[src/rtl/mem_arb_pkg.sv]
// rtl/mem_arb_pkg.sv - shared state and owner encodings for the memory port arbiter
package mem_arb_pkg;

  typedef enum logic [1:0] {
    ST_IDLE  = 2'd0,
    ST_ISSUE = 2'd1,
    ST_WAIT  = 2'd2,
    ST_RESP  = 2'd3
  } state_e;

  typedef enum logic {
    OWN_I = 1'b0,
    OWN_D = 1'b1
  } owner_e;

  function automatic owner_e other_owner(input owner_e o);
    return (o == OWN_I) ? OWN_D : OWN_I;
  endfunction

endpackage

[src/rtl/mem_arb_grant.sv]
// rtl/mem_arb_grant.sv - combinational I/D grant pick
// MEM_ARB_ROUND_ROBIN_EN selects round-robin tie-break; otherwise D wins every tie.
module mem_arb_grant
  import mem_arb_pkg::*;
(
  input  logic i_req,
  input  logic d_req,
`ifdef MEM_ARB_ROUND_ROBIN_EN
  input  logic rr_ptr,
`endif
  output logic owner,
  output logic valid
);

  always_comb begin
    valid = i_req | d_req;
    owner = OWN_D;
    if (i_req && d_req) begin
`ifdef MEM_ARB_ROUND_ROBIN_EN
      owner = rr_ptr;
`else
      owner = OWN_D;
`endif
    end else if (i_req) begin
      owner = OWN_I;
    end
  end

endmodule

[src/rtl/mem_port_arbiter.sv]
// rtl/mem_port_arbiter.sv - shares one cache-line memory port between I-cache and D-cache
// MEM_ARB_ROUND_ROBIN_EN enables alternating grants on simultaneous requests.
module mem_port_arbiter
  import mem_arb_pkg::*;
#(
  parameter int XLEN   = 32,
  parameter int CLSIZE = 128
) (
  input  logic              clk_i,
  input  logic              rst_ni,
  input  logic              I_strobe_i,
  input  logic [XLEN-1:0]   I_addr_i,
  output logic              I_done_o,
  output logic [CLSIZE-1:0] I_data_o,
  input  logic              D_strobe_i,
  input  logic [XLEN-1:0]   D_addr_i,
  input  logic              D_rw_i,
  input  logic [CLSIZE-1:0] D_data_i,
  output logic              D_done_o,
  output logic [CLSIZE-1:0] D_data_o,
  output logic              M_strobe_o,
  output logic [XLEN-1:0]   M_addr_o,
  output logic              M_rw_o,
  output logic [CLSIZE-1:0] M_data_o,
  input  logic              M_done_i,
  input  logic [CLSIZE-1:0] M_data_i,
  output logic              busy_o
);

  state_e            state_q, state_d;
  owner_e            owner_q;
  logic [XLEN-1:0]   addr_q;
  logic              rw_q;
  logic [CLSIZE-1:0] wdata_q;
  logic [CLSIZE-1:0] rdata_q;
  logic              grant_owner;
  logic              grant_valid;

`ifdef MEM_ARB_ROUND_ROBIN_EN
  owner_e rr_q;
`endif

  mem_arb_grant u_grant (
    .i_req  (I_strobe_i),
    .d_req  (D_strobe_i),
`ifdef MEM_ARB_ROUND_ROBIN_EN
    .rr_ptr (rr_q),
`endif
    .owner  (grant_owner),
    .valid  (grant_valid)
  );

  always_comb begin
    state_d    = state_q;
    M_strobe_o = 1'b0;
    I_done_o   = 1'b0;
    D_done_o   = 1'b0;
    I_data_o   = '0;
    D_data_o   = '0;
    case (state_q)
      ST_IDLE:  if (grant_valid) state_d = ST_ISSUE;
      ST_ISSUE: begin
        M_strobe_o = 1'b1;
        state_d    = ST_WAIT;
      end
      ST_WAIT:  if (M_done_i) state_d = ST_RESP;
      ST_RESP: begin
        state_d = ST_IDLE;
        if (owner_q == OWN_I) begin
          I_done_o = 1'b1;
          I_data_o = rdata_q;
        end else begin
          D_done_o = 1'b1;
          D_data_o = rdata_q;
        end
      end
      default:  state_d = ST_IDLE;
    endcase
  end

  assign M_addr_o = addr_q;
  assign M_rw_o   = rw_q;
  assign M_data_o = wdata_q;
  assign busy_o   = (state_q != ST_IDLE);

  always_ff @(posedge clk_i or negedge rst_ni) begin
    if (!rst_ni) begin
      state_q <= ST_IDLE;
      owner_q <= OWN_D;
      addr_q  <= '0;
      rw_q    <= 1'b0;
      wdata_q <= '0;
      rdata_q <= '0;
`ifdef MEM_ARB_ROUND_ROBIN_EN
      rr_q    <= OWN_I;
`endif
    end else begin
      state_q <= state_d;
      // Requester inputs are only looked at here; afterwards the latched copy drives the port.
      if (state_q == ST_IDLE && grant_valid) begin
        owner_q <= owner_e'(grant_owner);
        if (grant_owner == OWN_D) begin
          addr_q  <= D_addr_i;
          rw_q    <= D_rw_i;
          wdata_q <= D_data_i;
        end else begin
          addr_q  <= I_addr_i;
          rw_q    <= 1'b0;
          wdata_q <= '0;
        end
      end
      if (state_q == ST_WAIT && M_done_i) rdata_q <= M_data_i;
`ifdef MEM_ARB_ROUND_ROBIN_EN
      if (state_q == ST_RESP) rr_q <= other_owner(owner_q);
`endif
    end
  end

endmodule

[config.mk]
export PLATFORM = sky130hd
export DESIGN_NAME = mem_port_arbiter
export DESIGN_NICKNAME = d
export VERILOG_FILES = /design/src/rtl/mem_arb_pkg.sv /design/src/rtl/mem_arb_grant.sv /design/src/rtl/mem_port_arbiter.sv
export SDC_FILE = /design/constraint.sdc
export NUM_CORES = 1
export LEC_CHECK = 0
export ABC_AREA = 0
export ABC_CLOCK_PERIOD_IN_PS = 4550
export CORE_AREA = 10 10 285 287
export DETAILED_ROUTE_END_ITERATION = 8
export DIE_AREA = 0 0 295 297
export DONT_BUFFER_PORTS = 1
export PLACE_DENSITY = 0.3
export RECOVER_POWER = 50
export SLEW_MARGIN = 20
export SYNTH_ARGS = -nofsm -noshare
export SYNTH_HDL_FRONTEND = slang
export SYNTH_SLANG_ARGS = --single-unit
export TNS_END_PERCENT = 100
[constraint.sdc]
create_clock -name clk_i -period 4.55 [get_ports clk_i]
set_input_delay 0.455 -clock clk_i [delete_from_list [all_inputs] [get_ports clk_i]]
set_output_delay 0.455 -clock clk_i [all_outputs]
set_load 0.01 [all_outputs]
==> results by group, run 1 <==
Cells and area
  – Post-synthesis to final-layout area growth: 16.4%
  – Most frequent standard cell in the layout excluding fill and tap cells: sky130_fd_sc_hd__dfrtp_1
  – Total Nets Final: ~1.3k
  – Total area of multi-input combinational cells: a little over 0.005 mm2
  – Fill count: a little over 8k
  – Flip-flop and latch area: between 0.007 and 0.008 mm2
  – Core utilization of the finished layout: 0.198
  – Non-Filler Instances: around 2k
  – Share of layout cells above drive strength 1: 0.197
  – Top library cells by usage in the layout, fill and taps aside: sky130_fd_sc_hd__dfrtp_1 (291), sky130_fd_sc_hd__and2_1 (129), sky130_fd_sc_hd__a32o_1 (129), sky130_fd_sc_hd__mux2_2 (129), sky130_fd_sc_hd__and3_1 (128)

Clock tree
  – Clock root buffer: sky130_fd_sc_hd__clkbuf_16
  – Number of H-tree levels: 2
  – Post-cts resize count: 0
  – Deepest clock path buffer count: 3
  – Clk Latency, worst-skew pair: about 530 ps
  – Clock tree from TritonCTS: built
  – Clock-pin slew reported for the worst setup and hold paths after clock tree synthesis: ~50 ps
  – Number of sinks driven by the clock tree: 292
  – Number of hold-repair buffers added at the cts stage: 9
  – Number of clock buffers inserted by TritonCTS: 37
  – Buffers inserted during post-CTS setup optimization: 0

Floorplanning
  – Full die area: 0.0876 mm2
  – Floorplan Core Area: 0.0754 mm2
  – Row cnt: 101
  – I/O pin count: approximately 750
  – Starting density of the core: 0.170
  – Die extent in y: between 200 and 300 um
  – Die extent in x: just under 300 um

STA
  – Max Slew Vio Count: 190
  – Worst slack on hold paths: -372 ps
  – Share of the clock period used by the worst path: 0.782
  – Worst rel slew slack: -0.277
  – Slew @ Worst Pin: 1920 ps
  – Final clock skew: ~8.1 ps
  – Number of setup violations in the final report: 0
  – Setup repair after global routing missed its margin: no
  – Shortest period the worst path allows: 3560 ps
  – Number of hold-slack violations in the final timing report: just under 300
  – Achievable frequency: between 0.2 and 0.3 GHz
  – Total negative slack: 0 ps

Routing
  – Vias/cell: between 4 and 5
  – Detail Route Antenna Nets: 0
  – Detail Route met2 WL: ~26 mm
  – Uppermost layer routed: met5
  – Met3 routed wirelength: 6.76 mm
  – Via count: ~8.5k
  – Total detailed-routing wirelength: 50.2 mm
  – First DRT Iteration DRCs: roughly 340
  – DRC viols: 0
  – Wire length per cell: between 20 and 30 um
  – Drt pass-1 iters: 4
  – Post-Route M1 WL: 16.7 mm

GRT
  – Total routing resource utilization after global routing: 0.107
  – Largest net degree at the start of global routing: roughly 290
  – Vias in the first global route: a little over 9k
  – Overflow after GRT: 0
  – Global-route wire length before repair: ~70 mm
  – Antenna violations before repair: 5

Synth
  – Number of unique standard cell types used by synthesis: 21
  – Number of enable-type register cells in the synthesized netlist: 0
  – Number of instances in the synthesized netlist: 1036
  – Async set or reset register ratio after synthesis: 1.00
  – Yosys synthesis warning count: 0
  – Sequential area share after synthesis: 0.569
  – Area fraction of the dominant cell type after synthesis: 0.567
  – Area contributors post-synth: sky130_fd_sc_hd__dfrtp_1 (57%), sky130_fd_sc_hd__mux2_2 (11%), sky130_fd_sc_hd__a32o_1 (10%)
  – Number of synthesized register bits: slightly below 300
  – Largest area contributor in the synthesized netlist: sky130_fd_sc_hd__dfrtp_1
  – Dominant register cell in the synthesized netlist: sky130_fd_sc_hd__dfrtp_1
  – Mean post-synth cell area: roughly 12 um2
  – Synth Net Count: ~1.4k
  – Synth Cell Area: about 0.013 mm2

Setup path
  – Critical path's slowest cell: sky130_fd_sc_hd__ha_1
  – Critical path start-end classification: flop to flop
  – Startpoint of the lowest-slack register-to-register path: state_q[0]
  – Required time of the critical path: about 5000 ps
  – WP data arrival: between 3000 and 4000 ps
  – Delay of the slowest cell on the worst path: about 980 ps
  – Worst reg-to-reg setup slack: about 1000 ps
  – CP max FO: about 160
  – Worst-case reg-to-reg path depth: 5
  – Capture instance of the worst register-to-register path: M_data_o[20]
  – Cell breakdown of the critical path: inv_1, ha_1, o21ai_4, clkbuf_4, a32o_1
  – CP Capture Type: flop
  – Kind of start point of the critical path: flop

Power
  – Switching Share: 0.392
  – Internal power of the cells: ~7.2 mW
  – Register share of total power: 0.467
  – Switch Pwr: ~4.7 mW
  – Comb pwr share: 0.287
  – Clock power share: 0.246
  – Cell area power density: roughly 800 mW/mm2
  – Leak pwr: ~6.6 nW
  – Max VDD drop: approximately 0.00031 V

Run status
  – Failing checks: hold timing, capacitance limit, slew limit
  – Run status: finished with violations

Placed design
  – Final weighted congestion in routability-driven placement: around 0.73
  – HPWL reported at the end of detailed placement: roughly 37 mm
  – Buffers on Ports: 0
  – DP Cell Count: between 1.5k and 2k

Worst hold path
  – Worst hold path class: primary input to asynchronous set/reset pin

Run
  – Number of max-capacitance violations reported: 2
## critical path: cells and delay by family, from the launching register on
kind / cells / cell delay (ps)
buf+inv: 2 / 960
fa+ha+maj: 1 / 980
compound gates: 2 / 780
flops: 1 / 430
## state kept, by name, indices dropped and copies added, names as in the netlist
name	count
rdata_q	128
state_q	2
M_data_o	128
M_addr_o	32
M_rw_o	1
owner_q	1
## area by class of cell
type | instances | share of cell area
Inverter | 4 | 0.00100
Sequential cell | 292 | 0.489
Multi-Input combinational cell | 627 | 0.337
Antenna cell | 2 | 0.000335
Tap cell | 978 | 0.0818
Clock inverter | 6 | 0.00393
Timing Repair Buffer | 16 | 0.0104
Clock buffer | 56 | 0.0769
## worst max path at each step
stage,startpoint,to,slack (ps)
CTS,state_q[0],I_data_o[23],1260
finish,state_q[0],M_data_o[20],990
detailed placement,state_q[0],I_data_o[23],1870
floorplan,state_q[0],D_data_o[100],2760
global route,state_q[0],M_addr_o[6],690
global placement,state_q[0],I_data_o[7],1940
## synth_stat cells (3+ instances only)
| library cell | number |
|---|---|
| sky130_fd_sc_hd__buf_2 | 49 |
| sky130_fd_sc_hd__clkbuf_1 | 56 |
| sky130_fd_sc_hd__and2_1 | 130 |
| sky130_fd_sc_hd__mux2_2 | 129 |
| sky130_fd_sc_hd__inv_1 | 4 |
| sky130_fd_sc_hd__and3_1 | 128 |
| sky130_fd_sc_hd__a32o_1 | 129 |
| sky130_fd_sc_hd__buf_4 | 4 |
| sky130_fd_sc_hd__ha_1 | 6 |
| sky130_fd_sc_hd__dfrtp_1 | 291 |
| sky130_fd_sc_hd__a32oi_1 | 32 |
| sky130_fd_sc_hd__nand2_1 | 66 |
| sky130_fd_sc_hd__buf_1 | 3 |
## power by group through the flow
stage	clock (mW)	combinational, mW	sequential [mW]
global placement	0	3.41	5.73
global route	3.18	3.79	5.78
finish	2.93	3.42	5.57
CTS	3.08	3.48	5.65
floorplan	0	2.95	4.93
detailed placement	0	3.49	5.65
## metrics by stage
step                setup slack [ps]  hold WS (ps)  instance area (um2)  power (mW)
floorplan                       2760           159                12800        7.89
global placement                1940           177                13700        9.14
detailed placement              1870           172                13700        9.15
CTS                             1260          -429                15000        12.2
global route                     690          -424                15000        12.8
finish                           990          -372                15000        11.9
## metal layers
metal | up-vias | global-route usage
met3 | 58 | 0.0571
met5 | - | 0
met1 | 4270 | 0.104
li1 | 3679 | -
met4 | 2 | 0.0282
met2 | 513 | 0.193
## kinds of logic (layout without fill, tap and decap cells)
group,after synthesis,in the layout,share of synthesized area
DFF,292,292,0.569
and+or+nand+nor,327,327,0.147
adders and majority gates,6,6,0.00584
other,0,2,0
buffers and inverters,117,82,0.0402
muxes,129,129,0.113
AOI/OAI and AO/OA,165,165,0.125
Note: power is estimated with default switching activity, not from simulation.
==> inputs of run 2 (changes only) <==
Settings changed: ABC_CLOCK_PERIOD_IN_PS 4550 to 3250.
Clock period 4.55 ns to 3.25 ns, I/O delays scaled along.
==> results by group, run 2 (synthesized netlist as in run 1, its figures left out) <==
Run status
  – Run status: finished with violations (unchanged)
  – Failing checks: hold timing (was hold timing, capacitance limit, slew limit)

Floorplanning
  – Starting density of the core: 0.170 (unchanged)
  – Row cnt: 101 (unchanged)
  – Die extent in y: 297 um (unchanged)
  – I/O pin count: 747 (unchanged)
  – Floorplan Core Area: 0.0754 mm2 (unchanged)
  – Die extent in x: 295 um (unchanged)
  – Full die area: 0.0876 mm2 (unchanged)

Clock tree
  – Number of hold-repair buffers added at the cts stage: 391 (was 9)
  – Number of clock buffers inserted by TritonCTS: 37 (unchanged)
  – Clock-pin slew reported for the worst setup and hold paths after clock tree synthesis: 60 ps (was 50 ps)
  – Number of sinks driven by the clock tree: 292 (unchanged)
  – Clock tree from TritonCTS: built (unchanged)
  – Clk Latency, worst-skew pair: 540 ps (was 530 ps)
  – Buffers inserted during post-CTS setup optimization: 0 (unchanged)
  – Post-cts resize count: 0 (unchanged)
  – Clock root buffer: sky130_fd_sc_hd__clkbuf_16 (unchanged)
  – Deepest clock path buffer count: 3 (unchanged)
  – Number of H-tree levels: 2 (unchanged)

Routing
  – Post-Route M1 WL: 18.8 mm (was 16.7 mm)
  – Via count: 10.2k (was 8522)
  – DRC viols: 0 (unchanged)
  – First DRT Iteration DRCs: 350 (was 335)
  – Detail Route Antenna Nets: 0 (unchanged)
  – Uppermost layer routed: met5 (unchanged)
  – Wire length per cell: 22.6 um (was 25.4 um)
  – Met3 routed wirelength: 6.10 mm (was 6.76 mm)
  – Vias/cell: 4.31 (was 4.30)
  – Drt pass-1 iters: 4 (unchanged)
  – Detail Route met2 WL: 27.1 mm (was 25.6 mm)
  – Total detailed-routing wirelength: 53.5 mm (was 50.2 mm)

GRT
  – Vias in the first global route: 11.4k (was 9273)
  – Antenna violations before repair: 4 (was 5)
  – Overflow after GRT: 0 (unchanged)
  – Global-route wire length before repair: 78.1 mm (was 70.6 mm)
  – Largest net degree at the start of global routing: 293 (unchanged)
  – Total routing resource utilization after global routing: 0.114 (was 0.107)

Run
  – Number of max-capacitance violations reported: 0 (was 2)

Setup path
  – Critical path start-end classification: flop to flop (unchanged)
  – WP data arrival: 3360 ps (was 3970 ps)
  – CP max FO: 27 (was 155)
  – Cell breakdown of the critical path: inv_1, ha_4, and2_1, buf_4, a32oi_1, dlygate4sd3_1, nand2_1 (was inv_1, ha_1, o21ai_4, clkbuf_4, a32o_1)
  – Critical path's slowest cell: sky130_fd_sc_hd__and2_1 (was sky130_fd_sc_hd__ha_1)
  – Delay of the slowest cell on the worst path: 820 ps (was 980 ps)
  – Kind of start point of the critical path: flop (unchanged)
  – CP Capture Type: flop (unchanged)
  – Required time of the critical path: 3740 ps (was 4960 ps)

STA
  – Max Slew Vio Count: 0 (was 190)
  – Final clock skew: 15.5 ps (was 8.06 ps)
  – Worst rel slew slack: 0.366 (was -0.277)
  – Worst slack on hold paths: -505 ps (was -372 ps)
  – Share of the clock period used by the worst path: 0.884 (was 0.782)
  – Setup repair after global routing missed its margin: no (unchanged)
  – Achievable frequency: 0.348 GHz (was 0.281 GHz)
  – Slew @ Worst Pin: 951 ps (was 1920 ps)
  – Number of hold-slack violations in the final timing report: 292 (was 291)
  – Number of setup violations in the final report: 0 (unchanged)
  – Total negative slack: 0 ps (unchanged)
  – Shortest period the worst path allows: 2870 ps (was 3560 ps)

Worst hold path
  – Worst hold path class: primary input to asynchronous set/reset pin (unchanged)

Cells and area
  – Total area of multi-input combinational cells: 0.00505 mm2 (was 0.00504 mm2)
  – Fill count: 7849 (was 8133)
  – Total Nets Final: 1701 (was 1310)
  – Top library cells by usage in the layout, fill and taps aside: sky130_fd_sc_hd__dlygate4sd3_1 (391), sky130_fd_sc_hd__dfrtp_1 (291), sky130_fd_sc_hd__and2_1 (130) (was sky130_fd_sc_hd__dfrtp_1 (291), sky130_fd_sc_hd__and2_1 (129), sky130_fd_sc_hd__a32o_1 (129), sky130_fd_sc_hd__mux2_2 (129), sky130_fd_sc_hd__and3_1 (128))
  – Flip-flop and latch area: 0.00731 mm2 (unchanged)
  – Post-synthesis to final-layout area growth: 47.0% (was 16.4%)
  – Core utilization of the finished layout: 0.250 (was 0.198)
  – Share of layout cells above drive strength 1: 0.144 (was 0.197)
  – Most frequent standard cell in the layout excluding fill and tap cells: sky130_fd_sc_hd__dlygate4sd3_1 (was sky130_fd_sc_hd__dfrtp_1)

Placed design
  – HPWL reported at the end of detailed placement: 38.3 mm (was 36.9 mm)
  – Final weighted congestion in routability-driven placement: 0.734 (was 0.727)
  – Buffers on Ports: 0 (unchanged)

Power
  – Max VDD drop: 0.000538 V (was 0.000311 V)
  – Cell area power density: 954 mW/mm2 (was 797 mW/mm2)
  – Leak pwr: 8.26 nW (was 6.62 nW)
-- run 2: path summary, 6_finish.rpt --
kind                              from           end  slack (ps)  depth (start not counted)
setup / recovery            state_q[0]  M_addr_o[26]         380                          7
setup reg to reg            state_q[0]  M_addr_o[26]         380                          7
max in group asynchronous       rst_ni  M_data_o[68]        3180                          0
hold reg to reg            rdata_q[41]   rdata_q[41]         520                          1
hold / removal                  rst_ni   rdata_q[93]        -500                          0
min in group clk_i          I_strobe_i  M_addr_o[31]          80                          3
-- run 2: through the flow --
stage / hold slack [ps] / cell area, um2 / power (mW) / cells / worst slack (ps)
2_1_floorplan: 29.4 / 12800 / 11.0 / 1036 / 1590
3_5_place_dp: 43.0 / 13800 / 12.9 / 1917 / 981
5_1_grt: -548 / 18900 / 19.2 / 2371 / 216
4_1_cts: -557 / 18900 / 18.3 / 2370 / 428
3_3_place_gp: 46.2 / 13800 / 12.9 / 1917 / 1120
6_report: -505 / 18900 / 18.0 / 2372 / 376
-- run 2: report_power, final --
part	switching (mW)	internal [mW]
Combinational	2.90	3.14
Clock	1.65	2.42
Sequential	2.37	5.52
-- run 2: area by class of cell --
class                           count  share of cell area
Sequential cell                   292               0.387
Clock inverter                      5             0.00444
Timing Repair Buffer              407               0.216
Inverter                            4            0.000795
Multi-Input combinational cell    627               0.268
Tap cell                          978              0.0648
Clock buffer                       57              0.0584
Antenna cell                        2            0.000265
-- run 2: worst max-delay path, delay by kind of cell (launching register included) --
kind / cells / cell delay, ps
AOI/OAI and AO/OA: 1 / 70
adders and majority gates: 1 / 370
buffers and inverters: 3 / 1040
DFF: 1 / 430
and+or+nand+nor: 2 / 880
-- run 2: metal layers --
layer	GRT usage	up-vias
met5	0	-
li1	-	4465
met4	0.0353	4
met3	0.0495	81
met1	0.119	5105
met2	0.204	559
